## config.mk

```make
export PLATFORM = sky130hd
export DESIGN_NAME = vxc_operand_fetch_flat
export DESIGN_NICKNAME = d
export VERILOG_FILES = /design/src/rtl/vxc_operand_fetch_if.sv /design/src/rtl/vxc_operand_fetch.sv /design/src/flat_wrapper.sv
export SDC_FILE = /design/constraint.sdc
export NUM_CORES = 2
export LEC_CHECK = 0
export ABC_AREA = 1
export CAP_MARGIN = 5
export CORE_AREA = 2 2 471 473
export DETAILED_ROUTE_END_ITERATION = 16
export DIE_AREA = 0 0 473 475
export PLACE_DENSITY_LB_ADDON = 0.3
export REMOVE_ABC_BUFFERS = 1
export SLEW_MARGIN = 20
export SYNTH_ARGS = -nofsm -noshare
export SYNTH_HDL_FRONTEND = slang
export SYNTH_SLANG_ARGS = --single-unit
```

## constraint.sdc

```tcl
create_clock -name clk -period 3.9 [get_ports clk]
set_input_delay 0.39 -clock clk [delete_from_list [all_inputs] [get_ports clk]]
set_output_delay 0.39 -clock clk [all_outputs]
set_load 0.01 [all_outputs]
```

## src/rtl/vxc_operand_fetch_if.sv

```systemverilog
`default_nettype none
// +----------------------------------------------------------------------------+
// | vxc_operand_fetch_if : control, memory and chunk-output bundle for the     |
// |                        operand feeder.                                     |
// | Revision: 1.0                                                               |
// +----------------------------------------------------------------------------+
interface vxc_operand_fetch_if #(
  parameter int element_width = 64,
  parameter int no_of_units   = 8,
  parameter int addr_width    = 8
) ();
  logic                                 start;
  logic [addr_width-1:0]                base_a;
  logic [addr_width-1:0]                base_b;
  logic                                 mem_a_re;
  logic [addr_width-1:0]                mem_a_addr;
  logic [element_width-1:0]             mem_a_rdata;
  logic                                 mem_b_re;
  logic [addr_width-1:0]                mem_b_addr;
  logic [element_width-1:0]             mem_b_rdata;
  logic                                 read_again;
  logic [element_width*no_of_units-1:0] first_row_fixed;
  logic [element_width*no_of_units-1:0] second_row_fixed;
  logic                                 chunk_valid;
  logic [7:0]                           chunk_idx;
  logic                                 busy;
  logic                                 done;

  modport master (
    input  start, base_a, base_b, mem_a_rdata, mem_b_rdata, read_again,
    output mem_a_re, mem_a_addr, mem_b_re, mem_b_addr,
           first_row_fixed, second_row_fixed, chunk_valid, chunk_idx, busy, done
  );

  modport slave (
    output start, base_a, base_b, mem_a_rdata, mem_b_rdata, read_again,
    input  mem_a_re, mem_a_addr, mem_b_re, mem_b_addr,
           first_row_fixed, second_row_fixed, chunk_valid, chunk_idx, busy, done
  );
endinterface
`default_nettype wire

```

## src/rtl/vxc_operand_fetch.sv

```systemverilog
`default_nettype none
// +----------------------------------------------------------------------------+
// | vxc_operand_fetch : streams two operand vectors from 1-cycle memories into  |
// |                     zero-padded U-lane chunks, one chunk per read_again.    |
// | Revision: 1.0                                                               |
// +----------------------------------------------------------------------------+
module vxc_operand_fetch #(
  parameter int number_of_equations_per_cluster = 19,
  parameter int element_width                   = 64,
  parameter int no_of_units                     = 8,
  parameter int addr_width                      = 8
) (
  input  logic                clk,
  input  logic                reset,
  vxc_operand_fetch_if.master bus
);

  localparam int N_ELEM   = number_of_equations_per_cluster;
  localparam int EW       = element_width;
  localparam int U        = no_of_units;
  localparam int AW       = addr_width;
  localparam int N_CHUNKS = (N_ELEM + U - 1) / U;
  localparam int LANE_W   = (U > 1) ? $clog2(U) : 1;

  typedef enum logic [2:0] {
    S_IDLE  = 3'd0,
    S_ISSUE = 3'd1,
    S_DRAIN = 3'd2,
    S_HOLD  = 3'd3,
    S_DONE  = 3'd4
  } state_t;

  state_t              state_q, state_d;
  logic [LANE_W-1:0]   lane_q, lane_d;
  logic [7:0]          chunk_q, chunk_d;
  logic [AW-1:0]       base_a_q, base_a_d;
  logic [AW-1:0]       base_b_q, base_b_d;
  logic                prev_re_q, prev_re_d;
  logic [EW*U-1:0]     shadow_a_q, shadow_a_d;
  logic [EW*U-1:0]     shadow_b_q, shadow_b_d;
  logic [EW*U-1:0]     first_row_q, first_row_d;
  logic [EW*U-1:0]     second_row_q, second_row_d;
  logic                chunk_valid_q, chunk_valid_d;
  logic [7:0]          chunk_idx_q, chunk_idx_d;
  logic                busy_q, busy_d;
  logic                done_q, done_d;

  logic [15:0]         elem_w;
  logic                issue_live_w;
  logic                cap_en_w;
  logic [LANE_W-1:0]   cap_lane_w;

  assign elem_w       = 16'(chunk_q) * 16'(U) + 16'(lane_q);
  assign issue_live_w = (state_q == S_ISSUE) && (elem_w < 16'(N_ELEM));

  // Both memories share the element index; padding lanes issue nothing.
  assign bus.mem_a_re   = issue_live_w;
  assign bus.mem_b_re   = issue_live_w;
  assign bus.mem_a_addr = issue_live_w ? (base_a_q + elem_w[AW-1:0]) : '0;
  assign bus.mem_b_addr = issue_live_w ? (base_b_q + elem_w[AW-1:0]) : '0;

  // Read data lags the issue by one cycle, so capture targets the previous lane.
  assign cap_en_w   = ((state_q == S_ISSUE) && (lane_q != '0)) || (state_q == S_DRAIN);
  assign cap_lane_w = (state_q == S_DRAIN) ? LANE_W'(U - 1) : (lane_q - LANE_W'(1));

  always_comb begin
    state_d       = state_q;
    lane_d        = lane_q;
    chunk_d       = chunk_q;
    base_a_d      = base_a_q;
    base_b_d      = base_b_q;
    prev_re_d     = issue_live_w;
    shadow_a_d    = shadow_a_q;
    shadow_b_d    = shadow_b_q;
    first_row_d   = first_row_q;
    second_row_d  = second_row_q;
    chunk_valid_d = chunk_valid_q;
    chunk_idx_d   = chunk_idx_q;
    done_d        = done_q;

    if (cap_en_w) begin
      shadow_a_d[int'(cap_lane_w)*EW +: EW] = prev_re_q ? bus.mem_a_rdata : '0;
      shadow_b_d[int'(cap_lane_w)*EW +: EW] = prev_re_q ? bus.mem_b_rdata : '0;
    end

    case (state_q)
      S_IDLE, S_DONE: begin
        if (bus.start) begin
          base_a_d = bus.base_a;
          base_b_d = bus.base_b;
          chunk_d  = '0;
          lane_d   = '0;
          done_d   = 1'b0;
          state_d  = S_ISSUE;
        end
      end
      S_ISSUE: begin
        if (lane_q == LANE_W'(U - 1)) begin
          state_d = S_DRAIN;
        end else begin
          lane_d = lane_q + LANE_W'(1);
        end
      end
      S_DRAIN: begin
        first_row_d   = shadow_a_d;
        second_row_d  = shadow_b_d;
        chunk_idx_d   = chunk_q;
        chunk_valid_d = 1'b1;
        state_d       = S_HOLD;
      end
      S_HOLD: begin
        if (bus.read_again) begin
          chunk_valid_d = 1'b0;
          if (chunk_q == 8'(N_CHUNKS - 1)) begin
            done_d  = 1'b1;
            state_d = S_DONE;
          end else begin
            chunk_d = chunk_q + 8'd1;
            lane_d  = '0;
            state_d = S_ISSUE;
          end
        end
      end
      default: state_d = S_IDLE;
    endcase

    busy_d = (state_d == S_ISSUE) || (state_d == S_DRAIN) || (state_d == S_HOLD);
  end

  always_ff @(posedge clk) begin
    if (reset) begin
      state_q       <= S_IDLE;
      lane_q        <= '0;
      chunk_q       <= '0;
      base_a_q      <= '0;
      base_b_q      <= '0;
      prev_re_q     <= 1'b0;
      shadow_a_q    <= '0;
      shadow_b_q    <= '0;
      first_row_q   <= '0;
      second_row_q  <= '0;
      chunk_valid_q <= 1'b0;
      chunk_idx_q   <= '0;
      busy_q        <= 1'b0;
      done_q        <= 1'b0;
    end else begin
      state_q       <= state_d;
      lane_q        <= lane_d;
      chunk_q       <= chunk_d;
      base_a_q      <= base_a_d;
      base_b_q      <= base_b_d;
      prev_re_q     <= prev_re_d;
      shadow_a_q    <= shadow_a_d;
      shadow_b_q    <= shadow_b_d;
      first_row_q   <= first_row_d;
      second_row_q  <= second_row_d;
      chunk_valid_q <= chunk_valid_d;
      chunk_idx_q   <= chunk_idx_d;
      busy_q        <= busy_d;
      done_q        <= done_d;
    end
  end

  assign bus.first_row_fixed  = first_row_q;
  assign bus.second_row_fixed = second_row_q;
  assign bus.chunk_valid      = chunk_valid_q;
  assign bus.chunk_idx        = chunk_idx_q;
  assign bus.busy             = busy_q;
  assign bus.done             = done_q;

endmodule
`default_nettype wire
```

## src/flat_wrapper.sv

```systemverilog
// flat-port wrapper written by rule: the top's interface ports become plain ports
module vxc_operand_fetch_flat 
#(
  parameter int number_of_equations_per_cluster = 19,
  parameter int element_width                   = 64,
  parameter int no_of_units                     = 8,
  parameter int addr_width                      = 8
)
  (clk, reset, bus_start, bus_base_a, bus_base_b, bus_mem_a_rdata, bus_mem_b_rdata, bus_read_again, bus_mem_a_re, bus_mem_a_addr, bus_mem_b_re, bus_mem_b_addr, bus_first_row_fixed, bus_second_row_fixed, bus_chunk_valid, bus_chunk_idx, bus_busy, bus_done);
  vxc_operand_fetch_if #(.element_width(element_width), .no_of_units(no_of_units), .addr_width(addr_width)) bus_i ();
  input  logic clk;
  input  logic reset;
  input wire logic [$bits(bus_i.start)-1:0] bus_start;
  input wire logic [$bits(bus_i.base_a)-1:0] bus_base_a;
  input wire logic [$bits(bus_i.base_b)-1:0] bus_base_b;
  input wire logic [$bits(bus_i.mem_a_rdata)-1:0] bus_mem_a_rdata;
  input wire logic [$bits(bus_i.mem_b_rdata)-1:0] bus_mem_b_rdata;
  input wire logic [$bits(bus_i.read_again)-1:0] bus_read_again;
  output wire logic [$bits(bus_i.mem_a_re)-1:0] bus_mem_a_re;
  output wire logic [$bits(bus_i.mem_a_addr)-1:0] bus_mem_a_addr;
  output wire logic [$bits(bus_i.mem_b_re)-1:0] bus_mem_b_re;
  output wire logic [$bits(bus_i.mem_b_addr)-1:0] bus_mem_b_addr;
  output wire logic [$bits(bus_i.first_row_fixed)-1:0] bus_first_row_fixed;
  output wire logic [$bits(bus_i.second_row_fixed)-1:0] bus_second_row_fixed;
  output wire logic [$bits(bus_i.chunk_valid)-1:0] bus_chunk_valid;
  output wire logic [$bits(bus_i.chunk_idx)-1:0] bus_chunk_idx;
  output wire logic [$bits(bus_i.busy)-1:0] bus_busy;
  output wire logic [$bits(bus_i.done)-1:0] bus_done;
  assign bus_i.start = bus_start;
  assign bus_i.base_a = bus_base_a;
  assign bus_i.base_b = bus_base_b;
  assign bus_i.mem_a_rdata = bus_mem_a_rdata;
  assign bus_i.mem_b_rdata = bus_mem_b_rdata;
  assign bus_i.read_again = bus_read_again;
  assign bus_mem_a_re = bus_i.mem_a_re;
  assign bus_mem_a_addr = bus_i.mem_a_addr;
  assign bus_mem_b_re = bus_i.mem_b_re;
  assign bus_mem_b_addr = bus_i.mem_b_addr;
  assign bus_first_row_fixed = bus_i.first_row_fixed;
  assign bus_second_row_fixed = bus_i.second_row_fixed;
  assign bus_chunk_valid = bus_i.chunk_valid;
  assign bus_chunk_idx = bus_i.chunk_idx;
  assign bus_busy = bus_i.busy;
  assign bus_done = bus_i.done;
  vxc_operand_fetch #(.number_of_equations_per_cluster(number_of_equations_per_cluster), .element_width(element_width), .no_of_units(no_of_units), .addr_width(addr_width)) u_core (.clk(clk), .reset(reset), .bus(bus_i));
endmodule
```

# Yosys cells after proc, flatten, opt, wreduce, memory -nomap -nowiden

Cells that the tools add are included.

Reductions and logical operators: 16
Shift operators: 3
Multiplexer cells: 29
Equal/unequal tests: 14
Magnitude comparators: 1
Add/subtract/negate cells: 7

Operators by type and width:

| kind                      | count |
|---|---|
| $bwmux 512                | 2 |
| $mux 512                  | 2 |
| $shiftx 64x33->512        | 2 |
| $shift 64x33->512 const A | 1 |
| $mux 64                   | 2 |
| $mux 8                    | 5 |
| $neg 9->33                | 1 |
| $mux 3                    | 9 |
| $add 8x8->8               | 2 |
| $lt 16x5->1 const B       | 1 |
| $pmux 8 s2                | 1 |
| $add 11x3->12             | 1 |
| $eq 3x2->1 const B        | 4 |
| $pmux 3 s4                | 1 |
| $pmux 3 s3                | 1 |
| $add 8x1->8 const B       | 1 |
| $eq 8x2->1 const B        | 1 |
| $ne 2x2->1 const B        | 4 |
| $reduce_and 4->1          | 2 |
| $eq 3x1->1 const B        | 2 |
| $eq 3x3->1 const B        | 2 |
| $reduce_bool 3->1         | 2 |
| $reduce_and 5->1          | 1 |
| $mux 1                    | 4 |
| 10 further kinds          | 16 |

Register bits: 2090
Word-level logic and storage cells: 84
Output and inout bits: 1053
Input port bits: 148

# Longest topological paths before layout

Word-level depth: 7
Gate-level depth with buffers: 19
Gate-level depth less buffers: 17

# Least setup slack after synthesis

OpenSTA, ideal clock, no wires.

Path kind: reg2reg
Start: reg u_core.state_q[2]
End: reg u_core.first_row_q[509], in the netlist u_core.bus.first_row_fixed[509]
Required time: 3.791 ns
Library setup time: 0.109 ns
Arrival time: 2.733 ns
Clock period less this slack: 2.841 ns
Setup slack: 1.059 ns
Path buffers: 5
Cell stages (with the launch flop): 19
Cells stage by stage: dfxtp_1 -> inv_2 -> nand3_2 -> nand2_2 -> inv_2 -> buf_2 -> buf_2 -> ha_1 -> ha_1 -> clkbuf_1 -> clkbuf_1 -> clkbuf_1 -> nor2_1 -> nand2_1 -> nand2_1 -> o21ai_0 -> nand2_1 -> nand2_1 -> inv_1

Word-level cells in the longest chain between the ends: 6
Elaborated cells between the ends (all ways): 10
Those cells by class: add/sub: 1; eq/ne: 2; shift: 2; mux: 3; reduce/logical: 2

RTL lines:

| item                                                           | RTL line                                                                  | text |
|---|---|---|
| start, declared                                                | vxc_operand_fetch.sv:33                                                   | `state_t state_q, state_d;` |
| start signal, assigned                                         | vxc_operand_fetch.sv:147                                                  | `state_q <= state_d;` |
| $eq 3x2->1                                                     | vxc_operand_fetch.sv:63, vxc_operand_fetch.sv:64, vxc_operand_fetch.sv:86 |  |
| $mux 3                                                         | vxc_operand_fetch.sv:64                                                   | `assign cap_lane_w = (state_q == S_DRAIN) ? LANE_W'(U - 1) : (lane_q - LANE_W'(1));` |
| $neg 9->33                                                     | vxc_operand_fetch.sv:82                                                   | `shadow_a_d[int'(cap_lane_w)*EW +: EW] = prev_re_q ? bus.mem_a_rdata : '0;` |
| $shiftx 64x33->512 / $shift 64x33->512 (equally long branches) | vxc_operand_fetch.sv:82                                                   |  |
| $bwmux 512                                                     | vxc_operand_fetch.sv:82                                                   |  |
| $mux 512                                                       | vxc_operand_fetch.sv:81                                                   | `if (cap_en_w) begin` |
| end signal, assigned                                           | vxc_operand_fetch.sv:155                                                  | `first_row_q <= first_row_d;` |
| end, declared                                                  | vxc_operand_fetch.sv:41                                                   | `logic [EW*U-1:0] first_row_q, first_row_d;` |

Several ways; a longest one is shown, not always the timed one.
A chain may end at the register's enable or synchronous reset.

# Final worst setup path

Start: reg u_core.lane_q[0]
End: out bus_mem_b_addr[3]

Word-level cells in the longest chain between the ends: 4
Elaborated cells between the ends (all ways): 5
Those cells by class: add/sub: 2; order compare: 1; mux: 1; reduce/logical: 1

RTL lines:

| item                   | RTL line                 | text |
|---|---|---|
| start, declared        | vxc_operand_fetch.sv:34  | `logic [LANE_W-1:0] lane_q, lane_d;` |
| start signal, assigned | vxc_operand_fetch.sv:148 | `lane_q <= lane_d;` |
| $add 11x3->12 (*)      | vxc_operand_fetch.sv:53  | `assign elem_w = 16'(chunk_q) * 16'(U) + 16'(lane_q);` |
| $lt 16x5->1            | vxc_operand_fetch.sv:54  | `assign issue_live_w = (state_q == S_ISSUE) && (elem_w < 16'(N_ELEM));` |
| $logic_and 1x1->1      | vxc_operand_fetch.sv:54  |  |
| $mux 8 (*)             | vxc_operand_fetch.sv:60  | `assign bus.mem_b_addr = issue_live_w ? (base_b_q + elem_w[AW-1:0]) : '0;` |
| end, declared          | flat_wrapper.sv:22       | `output wire logic [$bits(bus_i.mem_b_addr)-1:0] bus_mem_b_addr;` |

Every way passes the cells marked *; elsewhere a longest branch is shown, timed or not.

==> results by group <==
CTS
  • Longest Clk Path Bufs: 3
  • CTS Buf Count: 218
  • Skew-Pair Late Insertion Delay: 900 ps
  • Clock slew seen by the registers of the worst setup and hold paths: 60 ps
  • CTS tree: done
  • Htree depth: 4
  • Clock sinks: 2090
  • Root Buffer Master: clkbuf_16

STA
  • Setup Viol. Count Final: 0
  • Final Hold Fails: 0
  • Final worst-path cycle share: 0.958
  • Clock period minus worst slack: 3740 ps
  • Final clock skew: 70.6 ps
  • Peak Freq: 268 MHz
  • Worst-margin pin slew: 1160 ps
  • Slew margin rel.: 0.228
  • Pins Over Slew Limit: 0
  • Setup ws final: 165 ps
  • RSZ-0062 raised after global routing: no
  • TNS Setup: 0 ps

Critical path
  • R2r setup slk: 450 ps
  • Slowest CP cell: clkdlybuf4s50_1
  • Critical path data required time: 3510 ps
  • Worst reg2reg startpoint: u_core.state_q[1]$_SDFF_PP0_
  • Worst Path Class, Setup: flip-flop to primary output
  • Bufs and invs on worst path: 4
  • Critical path launch point type: flip-flop
  • CP max stage delay: 590 ps
  • Crit-path max FO: 7
  • Crit. End Element: primary output
  • Worst r2r path cells: 11
  • Critical path, cell by cell: buf_4 > ha_1 > o21ai_0 > o211a_1 > nand2_1 > inv_1 > buf_4 > nand2_1 > nor2_2 > clkdlybuf4s50_1
  • CP arrival: 3350 ps
  • Cell family with most CP delay: buffers and inverters
  • Worst reg2reg endpoint: u_core.bus.first_row_fixed[384]$_SDFFE_PP0P_

Cells and area
  • Register Area: 41800 um^2
  • Final core occ: 0.485
  • Final #Nets: 12220
  • Multi-input gate area: 34400 um^2
  • Fraction of layout cells with a size suffix above 1: 0.0459
  • Synthesis-to-finish area growth: 26.2%
  • Layout fillers: 21013

Power and ir drop
  • Pleak: 45.2 nW
  • Internal Power: 34.6 mW
  • Maximum VDD drop: 0.000513 V
  • Logic gate share of total power: 0.071
  • Sw frac: 0.253
  • Clock Power Share: 0.463
  • Pwr dens: 436 nW/um^2
  • Seq pwr share: 0.467
  • Sw Pwr: 11.7 mW

Hold path
  • Hold worst-path end: u_core.base_a_q[4]$_SDFFE_PP0P_
  • HP Start: bus_base_a[4]
  • Worst Hold Class: input port to flip-flop
  • Hold Path Depth: 3

Drt
  • Vias post-DR: 79181
  • Drt pass-1 iters: 8
  • DRC Markers: 0
  • Avg WL per Cell: 22.0 um
  • Post-DRT Antenna Nets: 0
  • First DRT Iteration DRCs: 7322
  • Vias per cell: 5.24
  • WL final: 333000 um

Global routing
  • M1 GR Usage: 0.361
  • Top Usage Layer GRT: met2
  • GRT Residual Overflow: 0
  • Gr usage total: 0.283
  • Initial antenna violation count: 22
  • Met2 Track Usage GR: 0.446
  • Largest net degree at the start of global routing: 185
  • First-pass GRT wire length: 482000 um
  • GR Layer Usage met3: 0.0671
  • Vias in the first global route: 74633

Placed design
  • DPL Wire Length: 216000 um
  • Routability Congestion: 0.895
  • Port Buf Inserts: 1200
  • Worst slack, placed: 524 ps

Logic synthesis
  • Synthesized area per cell: 7.48 um^2
  • Syn Inst Count: 11270
  • Register area share after synthesis: 0.497
  • Yosys cell types: 34
  • Yosys warns: 0
  • Register bit total from synthesis: 2090
  • Syn Std Cell Area: 84300 um^2

Die
  • I/O pin total: 1201
  • Initial Util: 0.385
  • Die width: 473 um
  • Die height: 475 um
  • Core Area: 219000 um^2
  • Die ar.: 225000 um^2
  • Num rows: 172

Job
  • Max cap viols: 0

Outcome
  • Status: complete, no violations
-- timing repair --
action                                 4_1_cts  5_1_grt
hold buffers                                 1        0
setup endpoints to repair                    2        3
setup buffers                                0        0
gates cloned                                 0        0
gates resized for setup                      2        3
endpoints found under the hold margin       39        0
-- cell usage after synthesis --
library cell | number | share of area
ha_1 | 22 | 0.0033
or2_2 | 1 | 0.000074
o21a_1 | 1005 | 0.090
nor2_8 | 1 | 0.00024
xnor2_1 | 5 | 0.00052
o211ai_1 | 2 | 0.00018
buf_1 | 39 | 0.0017
nand4_1 | 3 | 0.00022
buf_4 | 41 | 0.0037
o211a_1 | 1 | 0.00012
clkbuf_1 | 512 | 0.023
nand3_2 | 5 | 0.00059
nand3b_1 | 32 | 0.0029
nand3_4 | 2 | 0.00042
xor2_1 | 4 | 0.00042
nor3_1 | 51 | 0.0030
inv_2 | 9 | 0.00040
buf_6 | 2 | 0.00027
nor2_4 | 1 | 0.00013
nand3_1 | 1333 | 0.079
clkinv_1 | 1 | 0.000045
buf_2 | 233 | 0.014
dfxtp_1 | 2090 | 0.50
a21oi_1 | 854 | 0.051
o21ai_1 | 103 | 0.0061
o31a_1 | 2 | 0.00021
nor2_1 | 552 | 0.025
nor2_2 | 3 | 0.00022
nand2_2 | 2 | 0.00015
nand2_1 | 2954 | 0.13
o21bai_1 | 20 | 0.0018
inv_1 | 1223 | 0.054
fa_1 | 2 | 0.00048
o21ai_0 | 160 | 0.0095
-- through the flow --
step,instances,hold slack (ps),total power [mW],instance area (um^2)
2_1_floorplan,10443,441,23.5,80700
3_3_place_gp,14697,455,25.3,98900
3_5_place_dp,14697,460,25.3,98900
4_1_cts,15098,32.6,46.7,106000
5_1_grt,15112,79.0,47.7,106000
6_report,15113,93.5,46.4,106000
-- how the worst max path moves through the flow --
stage	start	to	slack, ps	cells past startpoint
2_1_floorplan	u_core.state_q[1]$_SDFF_PP0_	u_core.bus.chunk_idx[0]$_SDFFE_PP0P_	-14120	4
3_3_place_gp	u_core.state_q[2]$_SDFF_PP0_	u_core.bus.first_row_fixed[359]$_SDFFE_PP0P_	560	16
3_5_place_dp	u_core.state_q[0]$_SDFF_PP0_	u_core.bus.first_row_fixed[359]$_SDFFE_PP0P_	520	16
4_1_cts	u_core.lane_q[0]$_SDFFE_PP0P_	bus_mem_b_addr[3]	5	10
5_1_grt	u_core.lane_q[0]$_SDFFE_PP0P_	bus_mem_b_addr[3]	60	10
6_report	u_core.lane_q[0]$_SDFFE_PP0P_	bus_mem_b_addr[3]	160	10
-- per-layer routing --
| metal | wire, um | vias to the layer above |
|---|---|---|
| met1 | 136000 | 37526 |
| met2 | 148000 | 3438 |
| li1 | - | 37582 |
| met3 | 30500 | 625 |
| met5 | 69 | - |
| met4 | 18000 | 10 |
-- logic make-up after synthesis --
kind of cell	count (synthesis)	synth area share
buffers and inverters	2060	0.0972
flip-flops	2090	0.497
adder cells (fa/ha/maj)	24	0.00374
XOR/XNOR	9	0.000935
AO/OA/AOI/OAI	2147	0.158
AND/OR/NAND/NOR	4940	0.243
-- worst reg2reg max path, cell delays in order, from the launching register on --
cell and delay (ps):
dfxtp_1 420, nand3_2 250, nand2_8 150, inv_6 110, ha_2 440, inv_8 110, nor2_8 230, buf_12 320
buf_16 410, nand3_1 690, nand2_1 170, a21oi_1 70
-- power by group through the flow --
stage	Clock (mW)	Sequential, mW	Combinational [mW]
after floorplan	0	22.1	1.42
after global placement	0	22.1	3.22
after detailed placement	0	22.1	3.24
after CTS	21.8	21.6	3.25
final	21.5	21.6	3.29
after global routing	22.6	21.6	3.46
-- sequential cells by signal (all words and copies together), names as in the netlist, 8 cells and up --
name                         cells
u_core.bus.second_row_fixed    512
u_core.base_a_q                  8
u_core.shadow_a_q              512
u_core.base_b_q                  8
u_core.bus.first_row_fixed     512
u_core.chunk_q                   8
u_core.bus.chunk_idx             8
u_core.shadow_b_q              512
-- layout by cell type (no fill, tap or decap), drive strengths merged --
cell	Yosys	routed
nand2	2956	2956
dfxtp	2090	2090
nand3	1340	1340
inv	1232	1238
clkdlybuf4s50	0	1197
o21a	1005	1005
a21oi	854	854
nor2	557	557
clkbuf	512	336
o21ai	263	263
buf	315	185
nor3	51	51
clkinv	1	40
nand3b	32	32
ha	22	22
o21bai	20	20
bufinv	0	15
diode	0	14
xnor2	5	5
xor2	4	4
clkinvlp	0	4
nand4	3	3
o31a	2	2
o211ai	2	2
fa	2	2
o211a	1	1
or2	1	1
dlygate4sd3	0	1
dlymetal6s2s	0	1
dlygate4sd2	0	1
-- layout make-up --
class                           count  share of cell area
Multi-Input combinational cell   7120               0.323
Antenna cell                       14            0.000329
Clock inverter                     64             0.00863
Sequential cell                  2090               0.394
Timing Repair Buffer             1385               0.136
Clock buffer                      336              0.0605
Inverter                         1233              0.0440
Tap cell                         2871              0.0338
Note: power is estimated with default switching activity, not from simulation.
